==> src/rtl/uart_tx_scheduler_if.sv <==
// Requester-side and uart_tx-side signal bundle for uart_tx_scheduler.
// master = scheduler, slave = requesters plus the attached uart_tx.
interface uart_tx_scheduler_if #(
    parameter int unsigned NREQ       = 4,
    parameter int unsigned WORD_WIDTH = 8,
    parameter int unsigned GW         = $clog2(NREQ)
);
    logic [NREQ-1:0]            req_valid;
    logic [NREQ*WORD_WIDTH-1:0] req_data;
    logic [NREQ-1:0]            req_ready;
    logic [WORD_WIDTH-1:0]      din;
    logic                       tx_start;
    logic                       tx_done;
    logic                       tx_line;
    logic                       busy;
    logic [GW-1:0]              grant_id;

    modport master (
        input  req_valid, req_data, tx_done, tx_line,
        output req_ready, din, tx_start, busy, grant_id
    );

    modport slave (
        output req_valid, req_data, tx_done, tx_line,
        input  req_ready, din, tx_start, busy, grant_id
    );
endinterface

==> src/rtl/uart_tx_scheduler.sv <==
// Round-robin scheduler that shares one uart_tx among NREQ requesters,
// optionally sending a tag word (MSB set, requester index in LSBs) before each data word.
module uart_tx_scheduler #(
    parameter int unsigned NREQ       = 4,
    parameter int unsigned WORD_WIDTH = 8,
    parameter bit          TAG_EN     = 1'b1
) (
    input logic                 clk,
    input logic                 rst_n,
    uart_tx_scheduler_if.master bus
);
    localparam int unsigned GW = $clog2(NREQ);

    typedef enum logic [1:0] {
        IDLE,
        START,
        WAIT_BIT,
        WAIT_DONE
    } state_e;

    typedef enum logic {
        PH_TAG,
        PH_DATA
    } phase_e;

    state_e                state_q, state_d;
    phase_e                phase_q, phase_d;
    logic [WORD_WIDTH-1:0] din_q,   din_d;
    logic [WORD_WIDTH-1:0] hold_q,  hold_d;
    logic [GW-1:0]         grant_q, grant_d;
    logic [GW-1:0]         last_q,  last_d;
    logic                  done_q;

    logic                  done_rise;
    logic                  any_valid;
    logic [GW-1:0]         pick;
    logic [WORD_WIDTH-1:0] pick_word;
    logic [NREQ-1:0]       ready;

    function automatic logic [WORD_WIDTH-1:0] tag_word(input logic [GW-1:0] g);
        logic [WORD_WIDTH-1:0] t;
        t                 = '0;
        t[WORD_WIDTH-1]   = 1'b1;
        t[GW-1:0]         = g;
        return t;
    endfunction

    assign any_valid = |bus.req_valid;
    assign done_rise = bus.tx_done & ~done_q;
    assign pick_word = bus.req_data[32'(pick)*WORD_WIDTH +: WORD_WIDTH];

    // Round-robin: first valid requester strictly after last_q, wrapping.
    always_comb begin
        logic          found;
        logic [GW-1:0] idx;
        pick  = last_q;
        found = 1'b0;
        idx   = '0;
        for (int unsigned k = 1; k <= NREQ; k++) begin
            idx = GW'((32'(last_q) + k) % NREQ);
            if (!found && bus.req_valid[idx]) begin
                pick  = idx;
                found = 1'b1;
            end
        end
    end

    always_comb begin
        state_d = state_q;
        phase_d = phase_q;
        din_d   = din_q;
        hold_d  = hold_q;
        grant_d = grant_q;
        last_d  = last_q;
        ready   = '0;
        unique case (state_q)
            IDLE: begin
                if (any_valid) begin
                    ready[pick] = 1'b1;
                    hold_d      = pick_word;
                    grant_d     = pick;
                    last_d      = pick;
                    state_d     = START;
                    if (TAG_EN) begin
                        phase_d = PH_TAG;
                        din_d   = tag_word(pick);
                    end else begin
                        phase_d = PH_DATA;
                        din_d   = pick_word;
                    end
                end
            end
            START: begin
                state_d = WAIT_BIT;
            end
            WAIT_BIT: begin
                if (!bus.tx_line) begin
                    state_d = WAIT_DONE;
                end
            end
            WAIT_DONE: begin
                if (done_rise) begin
                    if (phase_q == PH_TAG) begin
                        phase_d = PH_DATA;
                        din_d   = hold_q;
                        state_d = START;
                    end else begin
                        state_d = IDLE;
                    end
                end
            end
            default: begin
                state_d = IDLE;
            end
        endcase
    end

    always_ff @(posedge clk or negedge rst_n) begin
        if (!rst_n) begin
            state_q <= IDLE;
            phase_q <= PH_TAG;
            din_q   <= '0;
            hold_q  <= '0;
            grant_q <= '0;
            last_q  <= GW'(NREQ - 1);
            done_q  <= 1'b0;
        end else begin
            state_q <= state_d;
            phase_q <= phase_d;
            din_q   <= din_d;
            hold_q  <= hold_d;
            grant_q <= grant_d;
            last_q  <= last_d;
            done_q  <= bus.tx_done;
        end
    end

    // req_ready is a Mealy output of IDLE; masking with rst_n keeps it low while reset is held.
    assign bus.req_ready = rst_n ? ready : '0;
    assign bus.din       = din_q;
    assign bus.tx_start  = (state_q == START) || (state_q == WAIT_BIT);
    assign bus.busy      = (state_q != IDLE);
    assign bus.grant_id  = grant_q;
endmodule

==> src/flat_wrapper.sv <==
// flat-port wrapper written by rule: the top's interface ports become plain ports
module uart_tx_scheduler_flat 
#(
    parameter int unsigned NREQ       = 4,
    parameter int unsigned WORD_WIDTH = 8,
    parameter bit          TAG_EN     = 1'b1
)
  (clk, rst_n, bus_req_valid, bus_req_data, bus_tx_done, bus_tx_line, bus_req_ready, bus_din, bus_tx_start, bus_busy, bus_grant_id);
  uart_tx_scheduler_if #(.NREQ(NREQ), .WORD_WIDTH(WORD_WIDTH)) bus_i ();
  input logic clk;
  input logic rst_n;
  input wire logic [$bits(bus_i.req_valid)-1:0] bus_req_valid;
  input wire logic [$bits(bus_i.req_data)-1:0] bus_req_data;
  input wire logic [$bits(bus_i.tx_done)-1:0] bus_tx_done;
  input wire logic [$bits(bus_i.tx_line)-1:0] bus_tx_line;
  output wire logic [$bits(bus_i.req_ready)-1:0] bus_req_ready;
  output wire logic [$bits(bus_i.din)-1:0] bus_din;
  output wire logic [$bits(bus_i.tx_start)-1:0] bus_tx_start;
  output wire logic [$bits(bus_i.busy)-1:0] bus_busy;
  output wire logic [$bits(bus_i.grant_id)-1:0] bus_grant_id;
  assign bus_i.req_valid = bus_req_valid;
  assign bus_i.req_data = bus_req_data;
  assign bus_i.tx_done = bus_tx_done;
  assign bus_i.tx_line = bus_tx_line;
  assign bus_req_ready = bus_i.req_ready;
  assign bus_din = bus_i.din;
  assign bus_tx_start = bus_i.tx_start;
  assign bus_busy = bus_i.busy;
  assign bus_grant_id = bus_i.grant_id;
  uart_tx_scheduler #(.NREQ(NREQ), .WORD_WIDTH(WORD_WIDTH), .TAG_EN(TAG_EN)) u_core (.clk(clk), .rst_n(rst_n), .bus(bus_i));
endmodule
==> config.mk <==
export PLATFORM = sky130hd
export DESIGN_NAME = uart_tx_scheduler_flat
export DESIGN_NICKNAME = d
export VERILOG_FILES = /design/src/rtl/uart_tx_scheduler_if.sv /design/src/rtl/uart_tx_scheduler.sv /design/src/flat_wrapper.sv
export SDC_FILE = /design/constraint.sdc
export NUM_CORES = 1
export LEC_CHECK = 0
export CAP_MARGIN = 20
export CORE_AREA = 10 10 74 76
export DETAILED_ROUTE_END_ITERATION = 10
export DIE_AREA = 0 0 84 86
export GPL_ROUTABILITY_DRIVEN = 0
export PLACE_DENSITY = 0.71
export SLEW_MARGIN = 15
export SYNTH_ARGS = -nofsm -noshare
export SYNTH_HDL_FRONTEND = slang
export SYNTH_SLANG_ARGS = --single-unit
==> constraint.sdc <==
create_clock -name clk -period 2.7 [get_ports clk]
set_input_delay 0.54 -clock clk [delete_from_list [all_inputs] [get_ports clk]]
set_output_delay 0.54 -clock clk [all_outputs]
set_load 0.03 [all_outputs]
==> flow_summary.rst <==
.. list-table::
   :header-rows: 1

   * - Metric
     - Value
   * - Result of the run
     - completed
   * - Worst slack, placed
     - 0.03937 ns
   * - Areal power density over the cells
     - about 1100 mW/mm^2
   * - DRC violation total after the first TritonRoute iteration
     - 74
   * - Clock transition at the registers of the reported paths
     - about 0.080 ns
   * - Worst Max-Slew Pin Slew
     - between 0.5 and 0.6 ns
   * - Ratio of final minimum period to clock period
     - 98.20%
   * - Cell type with the largest total area after synthesis
     - sky130_fd_sc_hd__dfrtp_1
   * - Upper clock frequency limit
     - between 300 and 400 MHz
   * - Final worst slack
     - just under 0.05 ns
   * - Worst skew pair latency
     - around 0.26 ns
   * - Number of antenna violations at the first check in global routing
     - 0
   * - Required arrival time at the worst endpoint
     - ~2.2 ns
   * - Reg2Reg Capture Point
     - u_core.hold_q[3]
   * - Leading cell types by total area after synthesis
     - sky130_fd_sc_hd__dfrtp_1 35%, sky130_fd_sc_hd__a2111oi_2 7.7%, sky130_fd_sc_hd__a211oi_2 6.4%
   * - Hold Fails Final Rpt
     - 0
   * - Clock tree from TritonCTS
     - built
   * - Via count
     - around 1,400
   * - Category of the most critical setup path
     - in2out
   * - Util after Layout
     - 56.99%
   * - Maximum fanout along the worst path
     - 6
   * - Detailed-routing iteration count for the pre-antenna-repair pass
     - 6
   * - Static leakage
     - between 0.8 and 0.9 nW
   * - Detailed placement HPWL
     - about 3700 um
   * - Total CTS buffers
     - 3
   * - Gate count after technology mapping
     - approximately 150
   * - Setup repair after global routing missed its margin
     - yes
   * - Sinks on the clock net
     - 24
   * - Ys async rst share
     - 100.0%
   * - Area Overhead vs Synth
     - 44.72%
   * - Crit end category
     - output port
   * - Residual overflow from global routing
     - 0
   * - Maximum number of pins on one net before global-route repair
     - 25
   * - Setup slack of the most critical reg-to-reg path
     - around 0.57 ns
   * - Global route hottest layer
     - met2
   * - Clock tree buffer depth
     - 2
   * - DRC
     - 0
   * - Critical path's slowest cell
     - sky130_fd_sc_hd__clkdlybuf4s50_1
   * - CTS hold repair buffers
     - 0
   * - Overall routing resource usage
     - approximately an eighth
   * - Via density per instance
     - 5.464
   * - Total of endpoints with negative setup slack in the final report
     - 0
   * - Top-Level Pins
     - 56
   * - Number of levels in the clock H-tree
     - 1
   * - Non-Filler Cell Area, Final
     - ~0.0023 mm^2
   * - Shortest clock period the worst path allows after layout
     - 2.651 ns
   * - Final-stage net count
     - around 260
   * - GR Layer Usage met2
     - between 20% and 30%
   * - Instance area after placement
     - between 0.002 and 0.0025 mm^2
   * - Wirelength, routed
     - ~4400 um
   * - Number of placement rows
     - 23
   * - Input/output buffers
     - 55
   * - Data arrival, critical path
     - 2.11 ns
   * - Sequential area share after synthesis
     - 38.56%
   * - Avg WL per Cell
     - 16.91 um
   * - Buffer cell driving the clock tree root
     - sky130_fd_sc_hd__clkbuf_8
   * - Core Area
     - roughly 0.0040 mm^2
   * - Fin. max-slew vios
     - 0
   * - GRT met1 Usage
     - a little over an eighth
   * - Number of synthesized flops with an enable pin
     - 0
   * - Dominant cell by count in the synthesized netlist
     - sky130_fd_sc_hd__dfrtp_1
   * - Sort of element at the start of the critical path
     - input port
   * - VDD IR max
     - between 0.0005 and 0.0006 V
   * - Critical path launch point
     - bus_req_valid[2]
   * - Main synth FF type
     - sky130_fd_sc_hd__dfrtp_1
   * - Area of the die
     - 0.007224 mm^2
   * - Worst clock skew
     - 0.003328 ns
   * - Headroom to the max-slew limit
     - slightly above 60%
   * - Die Y
     - ~86 um
   * - Number of nets produced by synthesis
     - 191
   * - Path category of the worst min-delay check
     - reg2reg
   * - Die X-Extent
     - between 80 and 90 um
   * - Vias in the first global route
     - roughly 1,600
   * - Delay contributed by the slowest stage of the critical path
     - approximately 0.52 ns
   * - Count of antenna-violating nets left after detailed routing
     - 0
   * - Diodes inserted
     - 0
   * - Hold Worst Slack
     - between 0.5 and 0.6 ns
   * - Worst Hold Path Cells
     - 1
   * - Worst min-delay path endpoint
     - u_core.bus.din[1]
   * - Synthesized area divided by synthesized cell count
     - approximately 11 um^2
   * - Number of filler cells placed in the layout
     - 341
   * - Share of Yosys cell area claimed by the top area cell type
     - a little over a third
   * - Commonest cells post-synth
     - 22 x sky130_fd_sc_hd__dfrtp_1, 19 x sky130_fd_sc_hd__nor2_1
   * - Yosys reg bits
     - 24
   * - Max-cap check violation count
     - 0
   * - Worst reg2reg path depth
     - 6
   * - Origin of the worst min-delay path
     - u_core.hold_q[1]
   * - Mapped Area
     - ~0.0016 mm^2
   * - Reg-to-reg startpoint
     - u_core.last_q[1]
   * - Effective utilization at floorplan
     - between 30% and 40%
   * - Synth unique cells
     - 38
   * - Combined buffer and inverter count along the critical path
     - 2
   * - Layout cell share with drive strength beyond 1
     - 21.80%
   * - Wire length of the first global-routing pass
     - about 7500 um
   * - Met3 track utilization from global routing
     - 3.311%
   * - Cells traversed along the worst timing path
     - clkdlybuf4s50_1 -> or2_4 -> a21boi_4 -> or3_1 -> nor3_1 -> buf_4
   * - Top cell family by delay on the critical path
     - simple AND/OR/NAND/NOR gates
   * - Warnings from Yosys
     - 0
final cells by class:
class | instances | area (um^2) | share of cell area (%)
sequential | 24 | 603.1 | 26.64
multi-input combinational | 112 | 907.1 | 40.08
clock buffer | 4 | 45.04 | 1.990
tap | 50 | 62.56 | 2.764
inverter | 4 | 15.01 | 0.6634
timing repair buffer | 67 | 630.6 | 27.86
worst max path at each step:
stage,endpoint,depth (start not counted),slack (ns)
floorplan,bus_req_ready[2],6,0.05
finish,bus_req_ready[2],6,0.05
detailed placement,bus_req_ready[0],6,0.04
CTS,bus_req_ready[0],6,0.03
global placement,bus_req_ready[0],6,0.09
global route,bus_req_ready[2],6,-0.03
per-layer routing:
metal  vias to the layer above  routed length [um]
met5                         -                   0
met4                         0                  65
met3                         6                 300
met2                        51                2214
met1                       686                1834
li1                        683                   -
placed cells by master (no fill, tap or decap), types with 6 or more instances in the layout:
cell	instances
sky130_fd_sc_hd__clkdlybuf4s50_1	51
sky130_fd_sc_hd__a31o_1	6
sky130_fd_sc_hd__dfrtp_1	22
sky130_fd_sc_hd__nor4b_1	8
sky130_fd_sc_hd__a21boi_1	7
sky130_fd_sc_hd__buf_4	16
sky130_fd_sc_hd__nor2_1	19
sky130_fd_sc_hd__nand2_1	7
sky130_fd_sc_hd__a2111oi_2	8
sky130_fd_sc_hd__mux2i_1	8
sky130_fd_sc_hd__nand2b_1	8
sky130_fd_sc_hd__a211oi_2	8
repair_timing:
item,4_1_cts,5_1_grt
setup endpoints to repair,0,4
buffers inserted,0,2
gates resized for setup,0,2
kinds of logic (layout without fill, tap and decap cells):
family | Yosys count | after routing | synth area share [%]
AND/OR/NAND/NOR | 54 | 54 | 19.92
AO/OA/AOI/OAI | 46 | 46 | 29.44
flip-flops | 24 | 24 | 38.56
buffers and inverters | 11 | 75 | 3.760
multiplexers | 8 | 8 | 5.120
adder cells (fa/ha/maj) | 4 | 4 | 3.200
report_power, final:
| group | switching [mW] | total (mW) | internal [mW] |
|---|---|---|---|
| clock network | 0.112 | 0.217 | 0.105 |
| logic | 0.893 | 1.58 | 0.688 |
| registers | 0.109 | 0.640 | 0.531 |
| total | 1.11 | 2.44 | 1.32 |
per-stage QoR:
| stage | setup TNS, ns | instances | total power, mW |
|---|---|---|---|
| floorplan | 0 | 147 | 1.726 |
| global placement | 0 | 255 | 2.163 |
| detailed placement | 0 | 255 | 2.219 |
| CTS | 0 | 259 | 2.437 |
| global route | -0.04295 | 261 | 2.632 |
| finish | 0 | 261 | 2.438 |
state kept, by name, indices dropped and copies added, names as in the netlist:
signal / cells
u_core.bus.grant_id: 2
u_core.last_q: 2
u_core.hold_q: 8
u_core.phase_q: 1
u_core.done_q: 1
u_core.bus.din: 8
u_core.state_q: 2
No activity file was read; power rests on OpenSTA's default activity.
